File: src/rtl/ula_pixel_fetch.sv
// ZX Spectrum ULA video fetch: VRAM bitmap/attribute reads, 8-bit pixel shifter, colour output.
// Optional Timex per-line attribute addressing is enabled by defining TIMEX_HICOLOR_EN.
module ula_pixel_fetch (
  input  logic        clk,
  input  logic        rst_n,
  input  logic        clken,
  input  logic [8:0]  hcnt,
  input  logic [8:0]  vcnt,
  input  logic [2:0]  border,
  input  logic        hicolor,
  output logic [13:0] vram_addr,
  output logic        vram_rd,
  input  logic [7:0]  vram_data,
  output logic [2:0]  ri,
  output logic [2:0]  gi,
  output logic [2:0]  bi
);

  logic        active_s;
  logic [13:0] bmp_addr_s;
  logic [13:0] attr_addr_s;
  logic [7:0]  bmp_latch_r;
  logic [7:0]  attr_latch_r;
  logic [7:0]  shift_r;
  logic [7:0]  attr_r;
  logic        disp_r;
  logic [4:0]  flash_r;
  logic [2:0]  border_r;
  logic        pix_s;
  logic [2:0]  grb_s;
  logic [2:0]  r_nxt_s;
  logic [2:0]  g_nxt_s;
  logic [2:0]  b_nxt_s;

  function automatic logic [2:0] level(input logic on, input logic bright);
    logic [2:0] l;
    if (!on) begin
      l = 3'b000;
    end else if (bright) begin
      l = 3'b111;
    end else begin
      l = 3'b101;
    end
    return l;
  endfunction

  assign active_s   = (hcnt[8] == 1'b0) && (vcnt < 9'd192);
  assign bmp_addr_s = {1'b0, vcnt[7:6], vcnt[2:0], vcnt[5:3], hcnt[7:3]};

`ifdef TIMEX_HICOLOR_EN
  // Hi-colour mode: one attribute byte per bitmap byte, mirrored in the upper 8K.
  assign attr_addr_s = hicolor ? (bmp_addr_s | 14'h2000) : {4'b0110, vcnt[7:3], hcnt[7:3]};
`else
  logic unused_hicolor_s;
  assign unused_hicolor_s = hicolor;
  assign attr_addr_s      = {4'b0110, vcnt[7:3], hcnt[7:3]};
`endif

  // VRAM request: bitmap on cell pixel 0, attribute on cell pixel 1, address otherwise held.
  always_ff @(posedge clk or negedge rst_n) begin
    if (!rst_n) begin
      vram_addr <= 14'h0000;
      vram_rd   <= 1'b0;
    end else if (clken) begin
      if (active_s && (hcnt[2:0] == 3'd0)) begin
        vram_rd   <= 1'b1;
        vram_addr <= bmp_addr_s;
      end else if (active_s && (hcnt[2:0] == 3'd1)) begin
        vram_rd   <= 1'b1;
        vram_addr <= attr_addr_s;
      end else begin
        vram_rd   <= 1'b0;
      end
    end
  end

  // Data latches, shifter/attribute load at cell end, flash counter and border register.
  always_ff @(posedge clk or negedge rst_n) begin
    if (!rst_n) begin
      bmp_latch_r  <= 8'h00;
      attr_latch_r <= 8'h00;
      shift_r      <= 8'h00;
      attr_r       <= 8'h00;
      disp_r       <= 1'b0;
      flash_r      <= 5'd0;
      border_r     <= 3'b000;
    end else if (clken) begin
      border_r <= border;
      if ((hcnt == 9'd0) && (vcnt == 9'd0)) begin
        flash_r <= flash_r + 5'd1;
      end
      case (hcnt[2:0])
        3'd1: bmp_latch_r <= vram_data;
        3'd2: attr_latch_r <= vram_data;
        default: begin
        end
      endcase
      if (hcnt[2:0] == 3'd7) begin
        shift_r <= bmp_latch_r;
        attr_r  <= attr_latch_r;
        disp_r  <= active_s;
      end else begin
        shift_r <= {shift_r[6:0], 1'b0};
      end
    end
  end

  // Colour select: ink/paper with flash inversion inside the display, plain border outside.
  always_comb begin
    pix_s = shift_r[7] ^ (attr_r[7] & flash_r[4]);
    grb_s = pix_s ? attr_r[2:0] : attr_r[5:3];
    if (disp_r) begin
      g_nxt_s = level(grb_s[2], attr_r[6]);
      r_nxt_s = level(grb_s[1], attr_r[6]);
      b_nxt_s = level(grb_s[0], attr_r[6]);
    end else begin
      g_nxt_s = level(border_r[2], 1'b0);
      r_nxt_s = level(border_r[1], 1'b0);
      b_nxt_s = level(border_r[0], 1'b0);
    end
  end

  // Registered colour outputs.
  always_ff @(posedge clk or negedge rst_n) begin
    if (!rst_n) begin
      ri <= 3'b000;
      gi <= 3'b000;
      bi <= 3'b000;
    end else if (clken) begin
      ri <= r_nxt_s;
      gi <= g_nxt_s;
      bi <= b_nxt_s;
    end
  end

endmodule

File: config.mk
export PLATFORM = sky130hd
export DESIGN_NAME = ula_pixel_fetch
export DESIGN_NICKNAME = d
export VERILOG_FILES = /design/src/rtl/ula_pixel_fetch.sv
export SDC_FILE = /design/constraint.sdc
export NUM_CORES = 1
export LEC_CHECK = 0
export CORE_MARGIN = 4
export CORE_UTILIZATION = 50
export CTS_CLUSTER_DIAMETER = 100
export CTS_CLUSTER_SIZE = 25
export DETAILED_ROUTE_END_ITERATION = 16
export PLACE_DENSITY = 0.83
export SLEW_MARGIN = 25
export SYNTH_ARGS = -nofsm -noshare
export SYNTH_HDL_FRONTEND = slang
export SYNTH_SLANG_ARGS = --single-unit
File: constraint.sdc
create_clock -name clk -period 1.6 [get_ports clk]
set_clock_uncertainty 0.05 [all_clocks]
set_input_delay 0.24 -clock clk [delete_from_list [all_inputs] [get_ports clk]]
set_output_delay 0.24 -clock clk [all_outputs]
set_load 0.005 [all_outputs]
==> results.py <==
metrics = {
    "critical_path": {
        "crit_required_ns": 1.76,
        "start_kind": "primary input",
        "r2r_slack_ns": 0.03,
        "r2r_end": "ri[0]",
        "timing_worst_setup_path_type": "primary input to flip-flop",
        "worstRegToRegCells": 4,
        "r2r_start": "flash_r[4]",
        "path_max_fanout": 11,
        "cp-end-kind": "flip-flop",
        "arrival_ns": 1.85,
    },
    "grt": {
        "grt_usage": 0.190,
        "grt_pass1_vias": 1924,
        "antenna_found_initial": 1,
        "grt_max_degree": 44,
        "grt_pass1_wl_mm": 9.24,
        "grt-ovfl-total": 0,
    },
    "clock_network": {
        "clock_path_buffers": 2,
        "cts_htree_levels": 3,
        "cts_sinks": 61,
        "cts_root_buffer": "clkbuf_8",
        "clkSlewWorstSetupHoldPaths_ns": 0.06,
        "clkLatencyLatePin_ns": 0.33,
        "cts_made_buffers": 9,
        "cts_tree": "done",
    },
    "job": {
        "drv_cap": 0,
    },
    "timing": {
        "drv_slew": 0,
        "setup_ws_ns": -0.0876,
        "min_period_over_period": 1.05,
        "fin_crit_ns": 1.69,
        "final_hold_viol_count": 0,
        "hold_ws_ns": 0.209,
        "setup_viol": 13,
        "fmax_mhz": 593,
    },
    "final_layout": {
        "fin_area_um2": 3760,
        "drive_gt1_frac": 0.349,
        "layout_commonest_cell": "dfrtp_1",
        "nFillCells": 319,
        "post-route-util": 0.736,
        "syn_to_final_growth_pct": 42.8,
        "final_nets": 324,
        "instances_no_fill": 366,
        "most-common-layout-cells": "61 x dfrtp_1, 36 x clkdlybuf4s50_1, 30 x mux2_2, 23 x buf_4, 15 x nand2_1",
    },
    "pwr": {
        "leakagePower_nw": 1.79,
        "p_per_area_nw_per_um2": 1080,
        "p_sw_mw": 1.10,
        "cellInternalPower_mw": 2.97,
        "sw_frac_of_total": 0.270,
        "p_comb_frac": 0.208,
        "ir_drop_uv": 654,
        "p_clk_frac": 0.297,
        "seq_power_share": 0.494,
    },
    "place": {
        "dp_worst_setup_slack_ns": -0.519,
        "placed_cell_area_um2": 3400,
        "dpl.cell_count": 342,
        "portBuffers": 54,
        "dp_hpwl_mm": 3.91,
        "gp_congestion": 0.762,
    },
    "drt": {
        "vias": 1962,
        "drc_errors": 0,
        "drt_iter0_markers": 170,
        "detail_route.first_pass.iterations": 6,
        "viasPerCell": 5.36,
        "ant_nets": 0,
        "totalWireLength_mm": 6.71,
        "wl_per_cell_um": 18.3,
    },
    "yosys": {
        "synth-async-reset-ratio": 1.00,
        "synth-seq-cells": 61,
        "synth_edf_count": 0,
        "avgSynthCellArea_um2": 12.7,
        "yosys_most_used_dff": "dfrtp_1",
        "ys_types": 30,
        "syn_inst": 208,
        "syn_nets": 242,
        "synthesis.area_um2": 2630,
        "ys_warn_count": 0,
        "yosysSeqAreaShare": 0.580,
    },
    "outcome": {
        "violations": "setup timing",
        "status": "complete, but fails checks",
    },
    "floorplanning": {
        "core_area_um2": 5110,
        "start_util": 0.515,
        "dieArea_um2": 6490,
        "rows": 26,
        "io_pins": 57,
        "die_w_um": 80.5,
        "die_h_um": 80.5,
    },
    "hold_path": {
        "hold_path_end": "vram_addr[4]",
        "hp-class": "primary input to flip-flop",
        "hold_start": "hcnt[7]",
        "hold-path-cell-count": 2,
    },
}
[critical path: stages]
cell and delay (ns):
dlygate4sd2_1 0.26, a211o_1 0.35, or4b_4 0.63, buf_12 0.18
nand2_1 0.10, o21ai_2 0.08
[area by class of cell]
cell class	count	area, um2	area share
diodes	1	2.50	0.000666
clock buffers	10	138	0.0366
clock inverters	6	38.8	0.0103
inverters	5	18.8	0.00500
multi-input cells	130	1120	0.299
flip-flops and latches	61	1530	0.406
well taps	70	87.6	0.0233
repair buffers	83	822	0.219
[cells by family after synthesis]
kind of cell,Yosys count,share of synthesized area
AOI/OAI and AO/OA,24,0.0566
buffers and inverters,18,0.0371
and+or+nand+nor,52,0.0984
other,1,0.00143
DFF,61,0.580
xor gates and xnor gates,5,0.0166
muxes,46,0.205
adders and majority gates,1,0.00475
[how the worst max path moves through the flow]
stage / from / endpoint
floorplan: vcnt[6] / vram_addr[0]
global placement: vcnt[6] / vram_addr[5]
detailed placement: vcnt[6] / vram_addr[0]
CTS: vcnt[2] / flash_r[1]
global route: hcnt[8] / vram_addr[10]
finish: hcnt[8] / vram_addr[10]
[power by group through the flow]
stage          registers, mW  logic [mW]  clock network [mW]
6_report                2.01       0.850                1.21
5_1_grt                 2.05       0.921                1.30
4_1_cts                 2.00       0.823                1.21
3_5_place_dp            2.03       0.816                   0
3_3_place_gp            2.02       0.789                   0
2_1_floorplan           1.99       0.407                   0
[synth_stat cells, types with 4 or more instances]
cell type,n,area share
a21oi_1,7,0.013
buf_4,4,0.011
clkbuf_1,5,0.0071
dfrtp_1,61,0.58
inv_1,5,0.0071
mux2_2,31,0.13
mux2_4,8,0.046
mux2i_1,7,0.027
nand2_1,17,0.024
nand2b_1,5,0.012
nor2_1,14,0.020
nor4_1,4,0.0095
o21ai_2,4,0.013
o22ai_1,5,0.012
xor2_1,5,0.017
[stage by stage]
step                      TNS [ns]  power [mW]
after floorplan             -0.365        2.39
after global placement      -13.98        2.80
after detailed placement    -15.36        2.84
after CTS                        0        4.04
after global routing        -0.611        4.27
final                       -0.508        4.08
[sequential cells by signal (all words and copies together) (netlist names)]
register / cells
gi: 2
vram_rd: 1
shift_r: 8
ri: 2
disp_r: 1
border_r: 3
flash_r: 5
vram_addr: 13
bi: 2
attr_latch_r: 8
bmp_latch_r: 8
attr_r: 8
[routing by layer]
layer / wire length [um] / share of wire / global-route usage
met1: 2720 / 0.41 / 0.252
met2: 3330 / 0.50 / 0.296
met3: 344 / 0.051 / 0.0381
met4: 308 / 0.046 / 0.0980
met5: 0 / 0 / 0
[timing repair]
action	in CTS	in global routing
buffers inserted	4	1
endpoints found under the setup margin	25	22
resized for setup	8	29
gates cloned	1	0
hold endpoints to repair	18	0
pin swaps	4	8
hold buffers	1	0
Power figures use the tool's default switching activity.
